## config.mk

```make
export PLATFORM = sky130hd
export DESIGN_NAME = pll_reset_sequencer
export DESIGN_NICKNAME = d
export VERILOG_FILES = /design/src/rtl/pll_reset_sequencer.sv
export SDC_FILE = /design/constraint.sdc
export NUM_CORES = 1
export LEC_CHECK = 0
export CORE_MARGIN = 3
export CORE_UTILIZATION = 55
export CTS_CLUSTER_SIZE = 20
export DETAILED_ROUTE_END_ITERATION = 10
export DONT_BUFFER_PORTS = 1
export PLACE_DENSITY = 0.7
export SETUP_SLACK_MARGIN = 0.05
export SLEW_MARGIN = 20
export SYNTH_ARGS = -nofsm -noshare
export SYNTH_HDL_FRONTEND = slang
export SYNTH_SLANG_ARGS = --single-unit
```

## constraint.sdc

```tcl
create_clock -name clock -period 3.55 [get_ports clock]
set_input_delay 0.355 -clock clock [delete_from_list [all_inputs] [get_ports clock]]
set_output_delay 0.355 -clock clock [all_outputs]
set_load 0.005 [all_outputs]
```

## src/rtl/pll_reset_sequencer.sv

```systemverilog
// pll_reset_sequencer: qualifies PLL lock, holds fabric reset, and counts lock losses
module pll_reset_sequencer #(
   parameter int SYNC_STAGES        = 2,
   parameter int LOCK_STABLE_CYCLES = 1024,
   parameter int RESET_HOLD_CYCLES  = 16,
   parameter int CNT_W              = 16
) (
   input  logic       clock,
   input  logic       reset,
   input  logic       locked,
   input  logic       soft_reset_req,
   output logic       sys_reset,
   output logic       ready,
   output logic [1:0] state,
   output logic [7:0] lock_lost_count
);
   typedef enum logic [1:0] {WAIT_LOCK = 2'd0, STABILIZE = 2'd1, HOLD = 2'd2, RUN = 2'd3} state_t;
   localparam logic [CNT_W-1:0] STAB_LAST = CNT_W'(LOCK_STABLE_CYCLES - 1);
   localparam logic [CNT_W-1:0] HOLD_LAST = CNT_W'(RESET_HOLD_CYCLES - 1);
   logic [SYNC_STAGES-1:0] sync_q;
   logic                   locked_sync;
   state_t                 state_q, state_d;
   logic [CNT_W-1:0]       cnt_q, cnt_d;
   logic [7:0]             lost_d;
   assign locked_sync = sync_q[SYNC_STAGES-1];
   assign state       = state_q;
   assign ready       = ~sys_reset;
   // lock synchroniser: locked is asynchronous, only the last stage is used
   always_ff @(posedge clock)
      if (reset) sync_q <= '0;
      else       sync_q <= {sync_q[SYNC_STAGES-2:0], locked};
   // state, interval counter, loss counter and registered fabric reset
   always_ff @(posedge clock)
      if (reset) begin
         state_q         <= WAIT_LOCK;
         cnt_q           <= '0;
         lock_lost_count <= '0;
         sys_reset       <= 1'b1;
      end else begin
         state_q         <= state_d;
         cnt_q           <= cnt_d;
         lock_lost_count <= lost_d;
         sys_reset       <= state_d != RUN;
      end
   // next state: any captured lock drop restarts qualification; losses in RUN are counted
   always_comb begin
      state_d = state_q;
      cnt_d   = '0;
      lost_d  = lock_lost_count;
      case (state_q)
         WAIT_LOCK: state_d = locked_sync ? STABILIZE : WAIT_LOCK;
         STABILIZE:
            if (!locked_sync)            state_d = WAIT_LOCK;
            else if (cnt_q == STAB_LAST) state_d = HOLD;
            else                         cnt_d   = cnt_q + 1'b1;
         HOLD:
            if (!locked_sync)            state_d = WAIT_LOCK;
            else if (cnt_q == HOLD_LAST) state_d = RUN;
            else                         cnt_d   = cnt_q + 1'b1;
         RUN:
            if (!locked_sync) begin
               state_d = WAIT_LOCK;
               lost_d  = lock_lost_count + {7'd0, lock_lost_count != 8'hff};
            end else if (soft_reset_req) state_d = HOLD;
         default: state_d = WAIT_LOCK;
      endcase
   end
endmodule

```

==> run metrics <==
clk buf depth=2; Clock Tree Root=clkbuf_4; Initial Util=60.3%; ys flop type=dfxtp_1; Tmin final=between 2000 and 2500 ps; clk_lat worst skew=320 ps; Finished Layout Cells=184; reg-to-reg endpoint=cnt_q[6]$_SDFF_PP0_; vias in the first global route=between 1000 and 1500; top-level I/O count=16; Layout Nets=166; TritonCTS Buffers=5; GR Overflow Total=0; drt pass-1 iters=4; Synth async-reset ratio=0%; TritonCTS sink count=29; Register-to-Register Path Depth=5; Slew headroom=52.0%; core footprint=2320 um^2; setup violators final=0; critical path arrival=approximately 2600 ps; crit start category=flip-flop; Yosys top cell by area=dfxtp_1; most instantiated cells after synthesis=dfxtp_1 (29), nor3_1 (16), nor2_1 (10), xor2_1 (10), xnor2_1 (9); critical path required time=roughly 3700 ps; outcome=finished clean; detailed-route wire length per cell=13.5 um; Placed Cells=~180; synth warn=0; Netlist cell types=33; worst slew pin tran=between 700 and 800 ps; final setup TNS=0 ps; Final Hold Fails=0; Post-Syn Area=1400 um^2; CP Capture Type=flip-flop; first-pass GRT wire length=4.50 mm; Total GRT Usage=18.1%; FF-to-FF setup slack=1150 ps; Routed WL=2.48 mm; count leader, synth=dfxtp_1; Post-CTS Setup Bufs=0; RSZ-0062 raised after global routing=no; Tcrit/Tclk final=67.5%; DR DRC count=0; Mean Syn Cell Area=9.19 um^2; syn nets=~160; Layout area overhead=4.83%; Multi-input gate area=768 um^2; Setup crit start=cnt_q[0]$_SDFF_PP0_; worst hold path class=in -> reg; maximum vdd drop=0.000254 V; RR Startpoint=cnt_q[0]$_SDFF_PP0_; Worst-path clk slew=90 ps; Synth area leaders=dfxtp_1 (42%), ha_1 (6.3%), xor2_1 (6.3%), nor3_1 (5.7%), xnor2_1 (5.6%); leakage power=0.000490 uW; largest net degree at the start of global routing=17; PwrDens=353 nW/um^2; CP Max Fanout=16; Max-Cap Viols=0; Pwr Total=517 uW; TritonCTS clock tree=built; Antenna diodes=0; critical path capture point=cnt_q[6]$_SDFF_PP0_; Antenna Violating Nets Remaining=0; via count=1073; hpwl dp=1.78 mm; CTS resizes=0; layout cells sized above 1=6.41%; # rows=17; Hold WS=95.4 ps; Post-synth EDFFs=0; register area=581 um^2; Seq/Total Area, Yosys=41.5%; initial DRC count=24; Peak Freq=roughly 0.42 GHz; top-area cell type share of the netlist area=41.5%; vias per cell=roughly 5.8; Post-Syn Instances=152; Port Buffers=0; number of synthesized register bits=29; CP Class=reg -> reg; Die X=56.4 um; Final Skew=3.01 ps; fin. max-slew vios=0; die area=roughly 3200 um^2; initial antenna violation count=0; Final Wtd Congestion=0.834; H-tree depth=2; fill count=213; Die H=56.4 um; Hold Buf Count CTS=0
[per-stage QoR]
stage                     setup slack [ps]  area, um^2  utilization (%)
after global routing                   967        1470             63.2
after detailed placement              1140        1410             61.0
final                                 1150        1470             63.2
after CTS                             1150        1470             63.2
after floorplan                       1500        1400                -
after global placement                1250        1410             61.0
[routing by layer]
layer	routed length (um)	share of wire, %	global-route usage [%]	vias to the layer above
li1	-	-	-	556
met4	40	1.6	8.14	0
met5	0	0	0	-
met3	114	4.6	7.82	4
met2	1090	44	26.0	17
met1	1240	50	23.3	496
[where the power goes]
group / switching (uW) / internal, uW / leakage, uW / total (uW)
logic: 3.50 / 2.34 / 0.000224 / 5.84
clock network: 109 / 75.3 / 0.0000320 / 184
registers: 0.835 / 326 / 0.000234 / 327
total: 114 / 404 / 0.000490 / 517
[logic make-up after synthesis]
family | after synthesis | synth area share, %
compound gates | 11 | 6.36
xor+xnor | 19 | 11.9
fa+ha+maj | 7 | 6.27
buf+inv | 12 | 3.49
flops | 29 | 41.5
mux | 2 | 1.43
simple gates | 72 | 29.0
[registers in the layout (all words and copies together), names as in the netlist]
name             flops
sys_reset            1
sync_q               2
state                2
lock_lost_count      8
cnt_q               16
[how the worst min path moves through the flow]
stage / start / to / cells after the start
after floorplan: sync_q[0]$_SDFF_PP0_ / sync_q[1]$_SDFF_PP0_ / 1
after global placement: sync_q[0]$_SDFF_PP0_ / sync_q[1]$_SDFF_PP0_ / 1
after detailed placement: reset / lock_lost_count[2]$_SDFFE_PP0P_ / 1
after CTS: reset / lock_lost_count[2]$_SDFFE_PP0P_ / 1
after global routing: reset / lock_lost_count[7]$_SDFFE_PP0P_ / 1
final: reset / sync_q[1]$_SDFF_PP0_ / 1
[critical path, stage by stage (launching register included)]
cell and delay (ps):
dfxtp_1 400, ha_1 210, nand3_1 260, or4_4 640
a2bb2oi_2 610, nor3_1 140
[cell usage in the layout, fill, tap and decap left out, types with 2 or more instances in the layout]
cell / count
dfxtp_1: 29
nor3_1: 16
and2_1: 3
ha_1: 7
nor2b_1: 5
nor2_1: 10
mux2i_1: 2
inv_1: 8
or3_1: 2
o21ai_0: 2
and4_1: 3
o21a_1: 2
or4_1: 3
nor4_1: 4
xor2_1: 10
nand2_1: 8
nand3_1: 4
nand4_1: 8
o22ai_1: 2
clkbuf_4: 5
xnor2_1: 9
clkinv_2: 2
[final cells by class]
class / count / area share, %
Multi-Input combinational cell: 111 / 52.4
Tap cell: 28 / 2.39
Clock buffer: 6 / 2.82
Clock inverter: 2 / 0.683
Sequential cell: 29 / 39.6
Inverter: 8 / 2.05
(Power assumes the default switching activity.)
==> edit 1, RTL diff (same flow settings) <==
The parameter `SYNC_STAGES` goes from 2 to 4.
--- a/src/rtl/pll_reset_sequencer.sv
+++ b/src/rtl/pll_reset_sequencer.sv
@@ -1,6 +1,6 @@
 // pll_reset_sequencer: qualifies PLL lock, holds fabric reset, and counts lock losses
 module pll_reset_sequencer #(
-   parameter int SYNC_STAGES        = 2,
+   parameter int SYNC_STAGES        = 4,
    parameter int LOCK_STABLE_CYCLES = 1024,
    parameter int RESET_HOLD_CYCLES  = 16,
    parameter int CNT_W              = 16
Function: changed (Yosys sat finds a counterexample within 4 cycles, from zero or initial values and one cycle with reset high).
==> edit 1 against the unedited design <==
Sequential cell count increased by 2; design area increased by 2.5%; synthesized area increased by 2.0%; routed wire length decreased by 6.5%; setup slack improved by 0.40 ns; synthesized cell count increased by 0.66%; critical endpoint is now cnt_q[2]; largest cell class unchanged.
Power is not compared: it rests on default switching activity, and its combinational part moved more than twofold at a synthesized area within 25%.
==> edit 1: results (changes against the unedited design) <==
post-synthesis sequential area ratio=43.55% (was 41.54%); fillers=207 (was 213); slowest cell delay on critical path=0.48 ns (was 0.64 ns); top post-synthesis cells by count=dfxtp_1, nor2_1, xor2_1, nand2_1 (was dfxtp_1, nor3_1, nor2_1, xor2_1, xnor2_1); first-pass GRT wire length=4278 um (was 4498 um); GR Util met2=24.63% (was 26.04%); fraction of area in multi-input gates=50.83% (was 52.43%); Yosys cell types=34 (was 33); WL/cell=12.47 um (was 13.47 um); dpl hpwl=1728 um (was 1782 um); Placed Instance Area=0.001445 mm^2 (was 0.001414 mm^2); routability cong.=0.8017 (was 0.8336); grt met3 use=5.517% (was 7.816%); met3 WL=118 um (was 114 um); clk_skew=0.005148 ns (was 0.003005 ns); CORE AREA=0.002340 mm^2 (was 0.002318 mm^2); number of DRC markers in iteration 0=34 (was 24); grt met1 use=21.77% (was 23.34%); Tot GR Track Use=16.56% (was 18.12%); CP arrival=2.20 ns (was 2.57 ns); wl on met1=1154 um (was 1237 um); outcome=completed (unchanged); sequential cell area=620.6 um^2 (was 580.6 um^2); FF+latch count, synth=31 (was 29); DR vias/cell=5.543 (was 5.832); Layout Nets=169 (was 166); met2 WL=1012 um (was 1088 um); clock network area share=3.750% (was 3.501%); r2r setup slk=1.55 ns (was 1.15 ns); relative slew slack=71.03% (was 51.96%); Synth area leaders=dfxtp_1, xor2_1, nor2_1 (was dfxtp_1, ha_1, xor2_1)
edit 1: power groups by stage:
stage / combinational [mW] / sequential [mW] / clock, mW
2_1_floorplan: 0.00352 / 0.358 / 0
3_3_place_gp: 0.00238 / 0.358 / 0
3_5_place_dp: 0.00258 / 0.358 / 0
4_1_cts: 0.00262 / 0.350 / 0.205
5_1_grt: 0.00293 / 0.350 / 0.223
6_report: 0.00256 / 0.350 / 0.196
edit 1: worst max-delay path, delay by kind of cell, from the launching register on:
kind                     cells  cell delay, ns
flip-flops                   1            0.37
AND/OR/NAND/NOR              3            0.80
AO/OA/AOI/OAI                2            0.51
adder cells (fa/ha/maj)      1            0.20
edit 1: stage by stage:
stage | utilization [%] | instances | worst slack (ns)
finish | 64.17 | 186 | 1.555
global route | 64.17 | 186 | 1.415
CTS | 64.17 | 186 | 1.548
detailed placement | 61.76 | 179 | 1.582
global placement | 61.76 | 179 | 1.643
floorplan | - | 153 | 1.685
edit 1: worst max path at each step:
stage                  start        end  slack, ns  cells past startpoint
global route        cnt_q[0]   cnt_q[2]       1.42                      6
detailed placement  cnt_q[0]   cnt_q[9]       1.58                      6
global placement    cnt_q[0]  cnt_q[13]       1.64                      6
floorplan           cnt_q[0]  cnt_q[12]       1.68                      7
finish              cnt_q[0]   cnt_q[2]       1.55                      6
CTS                 cnt_q[0]   cnt_q[2]       1.55                      6
edit 1: cell families (layout without fill, tap and decap cells):
family,after synthesis,count (layout),share of synthesized area (%)
AO/OA/AOI/OAI,15,15,8.604
XOR/XNOR,18,18,11.06
adder cells (fa/ha/maj),7,7,6.145
buffers and inverters,9,14,2.897
flip-flops,31,31,43.55
multiplexers,2,2,1.405
AND/OR/NAND/NOR,71,71,26.34
==> edit 2, RTL diff (same flow settings) <==
Without the edit above. Register the output `lock_lost_count` once more, without a reset; this adds one clock of latency there. The other outputs are not delayed to match.
--- a/src/rtl/pll_reset_sequencer.sv
+++ b/src/rtl/pll_reset_sequencer.sv
@@ -17,6 +17,8 @@
    typedef enum logic [1:0] {WAIT_LOCK = 2'd0, STABILIZE = 2'd1, HOLD = 2'd2, RUN = 2'd3} state_t;
    localparam logic [CNT_W-1:0] STAB_LAST = CNT_W'(LOCK_STABLE_CYCLES - 1);
    localparam logic [CNT_W-1:0] HOLD_LAST = CNT_W'(RESET_HOLD_CYCLES - 1);
+
+   logic [7:0] lock_lost_count_s0;
    logic [SYNC_STAGES-1:0] sync_q;
    logic                   locked_sync;
    state_t                 state_q, state_d;
@@ -34,19 +36,19 @@
       if (reset) begin
          state_q         <= WAIT_LOCK;
          cnt_q           <= '0;
-         lock_lost_count <= '0;
+         lock_lost_count_s0 <= '0;
          sys_reset       <= 1'b1;
       end else begin
          state_q         <= state_d;
          cnt_q           <= cnt_d;
-         lock_lost_count <= lost_d;
+         lock_lost_count_s0 <= lost_d;
          sys_reset       <= state_d != RUN;
       end
    // next state: any captured lock drop restarts qualification; losses in RUN are counted
    always_comb begin
       state_d = state_q;
       cnt_d   = '0;
-      lost_d  = lock_lost_count;
+      lost_d  = lock_lost_count_s0;
       case (state_q)
          WAIT_LOCK: state_d = locked_sync ? STABILIZE : WAIT_LOCK;
          STABILIZE:
@@ -60,10 +62,14 @@
          RUN:
             if (!locked_sync) begin
                state_d = WAIT_LOCK;
-               lost_d  = lock_lost_count + {7'd0, lock_lost_count != 8'hff};
+               lost_d  = lock_lost_count_s0 + {7'd0, lock_lost_count_s0 != 8'hff};
             end else if (soft_reset_req) state_d = HOLD;
          default: state_d = WAIT_LOCK;
       endcase
    end
+   always_ff @(posedge clock) begin
+      lock_lost_count <= lock_lost_count_s0;
+   end
+
 endmodule
 
Behaviour: same outputs for any inputs over 10 cycles, from zero or initial values and one cycle with reset high; that may be too few to reach the edited logic, so the function may still have changed.
==> edit 2 against the unedited design <==
Total power up 21%; die area up 8.4%; routed wire length up 2.4%; sequential cell count up 8; setup slack better by 0.44 ns; synthesized area up 9.4%; design area up 9.4%; sequential power up 28%; first-iteration DRC count up 17%; critical path type unchanged; critical endpoint is now lock_lost_count_s0[7]; highest routed layer unchanged.
==> edit 2: results (changes against the unedited design) <==
outcome=completed (unchanged); routability cong.=0.7915 (was 0.8336); CP arrival=2.23 ns (was 2.57 ns); Tot GR Track Use=17.24% (was 18.12%); clock tree buffer depth=2 (unchanged); IO Port Bufs=0 (unchanged); Worst Max-Slew Pin Slew=0.4989 ns (was 0.7200 ns); number of DRC markers in iteration 0=28 (was 24); slowest cell delay on critical path=0.48 ns (was 0.64 ns); clk_skew=0.005852 ns (was 0.003005 ns); layout cells sized above 1=9.091% (was 6.410%); Synth area leaders=dfxtp_1, nor2_1, xor2_1 (was dfxtp_1, ha_1, xor2_1); Leakage=0.5573 nW (was 0.4897 nW); Hold WS=0.06808 ns (was 0.09542 ns); via count=1045 (was 1073); Ys Warns=0 (unchanged); Yosys cell types=30 (was 33); fillers=230 (was 213); peak supply drop=0.3390 mV (was 0.2542 mV); crit path max fanout=7 (was 16); xor/xnor share of the synthesized area=10.31% (was 11.91%); compound-cell area share of the yosys netlist=7.119% (was 6.356%); diodes inserted=0 (unchanged); Worst-Skew Late Latency=0.34 ns (was 0.32 ns); crit path max-delay cell type=dfxtp_1 (was or4_4); dpl hpwl=1810 um (was 1782 um); post-synthesis sequential area ratio=48.45% (was 41.54%); Syn Nets=170 (was 163); 1st-pass router iterations=4 (unchanged); vias in the first global route=1000 (was 1013); top post-synthesis cells by count=dfxtp_1, nor2_1, xor2_1, nand4_1 (was dfxtp_1, nor3_1, nor2_1, xor2_1, xnor2_1); Top Registers=cnt_q: 16 flops, lock_lost_count: 8 flops, lock_lost_count_s0: 8 flops (was cnt_q: 16 flops, lock_lost_count: 8 flops); Async SR Flop Fraction=0% (unchanged); Post-Route WL=2539 um (was 2479 um); first-pass GRT wire length=4395 um (was 4498 um); multiplexer share of the synthesized area=1.309% (was 1.432%); total net switching power=132.2 uW (was 113.6 uW); Synth Area in Adders=5.728% (was 6.267%); Layout Nets=175 (was 166)
edit 2: cell count changes in the layout (fill, tap and decap cells not counted), moves of 3 or more:
cell,delta
a21oi_1,+6
and2_1,-3
and3_2,+3
and4_1,-3
dfxtp_1,+8
nor2_1,+16
nor3_1,-11
or4_1,-3
edit 2: worst paths after layout:
check,cells after the start,slack [ns],start,end
setup / recovery,5,1.60,state[1],lock_lost_count_s0[7]
hold / removal,1,0.07,reset,sync_q[1]
setup reg to reg,5,1.60,state[1],lock_lost_count_s0[7]
hold reg to reg,0,0.39,lock_lost_count_s0[7],lock_lost_count[7]
edit 2: cell type report:
| type | instances | area, um^2 | share of cell area, % |
|---|---|---|---|
| multi-input cells | 114 | 750.7 | 46.84 |
| inverters | 6 | 22.52 | 1.405 |
| well taps | 30 | 37.54 | 2.342 |
| clock inverters | 2 | 10.01 | 0.6245 |
| clock buffers | 6 | 41.29 | 2.576 |
| flip-flops and latches | 37 | 740.7 | 46.21 |
edit 2: worst reg2reg max path, delay by kind of cell (launching register included):
family / cells / cell delay [ns]
simple gates: 3 / 1.01
flops: 1 / 0.48
fa+ha+maj: 1 / 0.27
compound gates: 1 / 0.14
edit 2: per-stage QoR:
stage / cells / setup WS (ns) / instance area, um^2
after floorplan: 159 / 1.816 / 1529
after global placement: 187 / 1.616 / 1551
after detailed placement: 187 / 1.614 / 1551
after CTS: 195 / 1.550 / 1603
after global routing: 195 / 1.390 / 1603
final: 195 / 1.597 / 1603
edit 2: kinds of logic after synthesis:
| kind of cell | after synthesis |
|---|---|
| compound gates | 16 |
| xor+xnor | 18 |
| fa+ha+maj | 7 |
| buf+inv | 8 |
| flops | 37 |
| mux | 2 |
| simple gates | 71 |
edit 2: metal layers:
metal,up-vias,wire length [um],global-route usage (%)
met4,0,48,8.738
met1,477,1179,19.70
met5,-,0,0
li1,550,-,-
met3,5,83,6.798
met2,13,1227,27.76
edit 2: power groups by stage:
stage	clock, mW	sequential, mW	combinational [mW]
floorplan	0	0.426	0.00385
global route	0.229	0.417	0.00338
global placement	0	0.426	0.00290
finish	0.205	0.417	0.00308
CTS	0.215	0.417	0.00304
detailed placement	0	0.427	0.00299
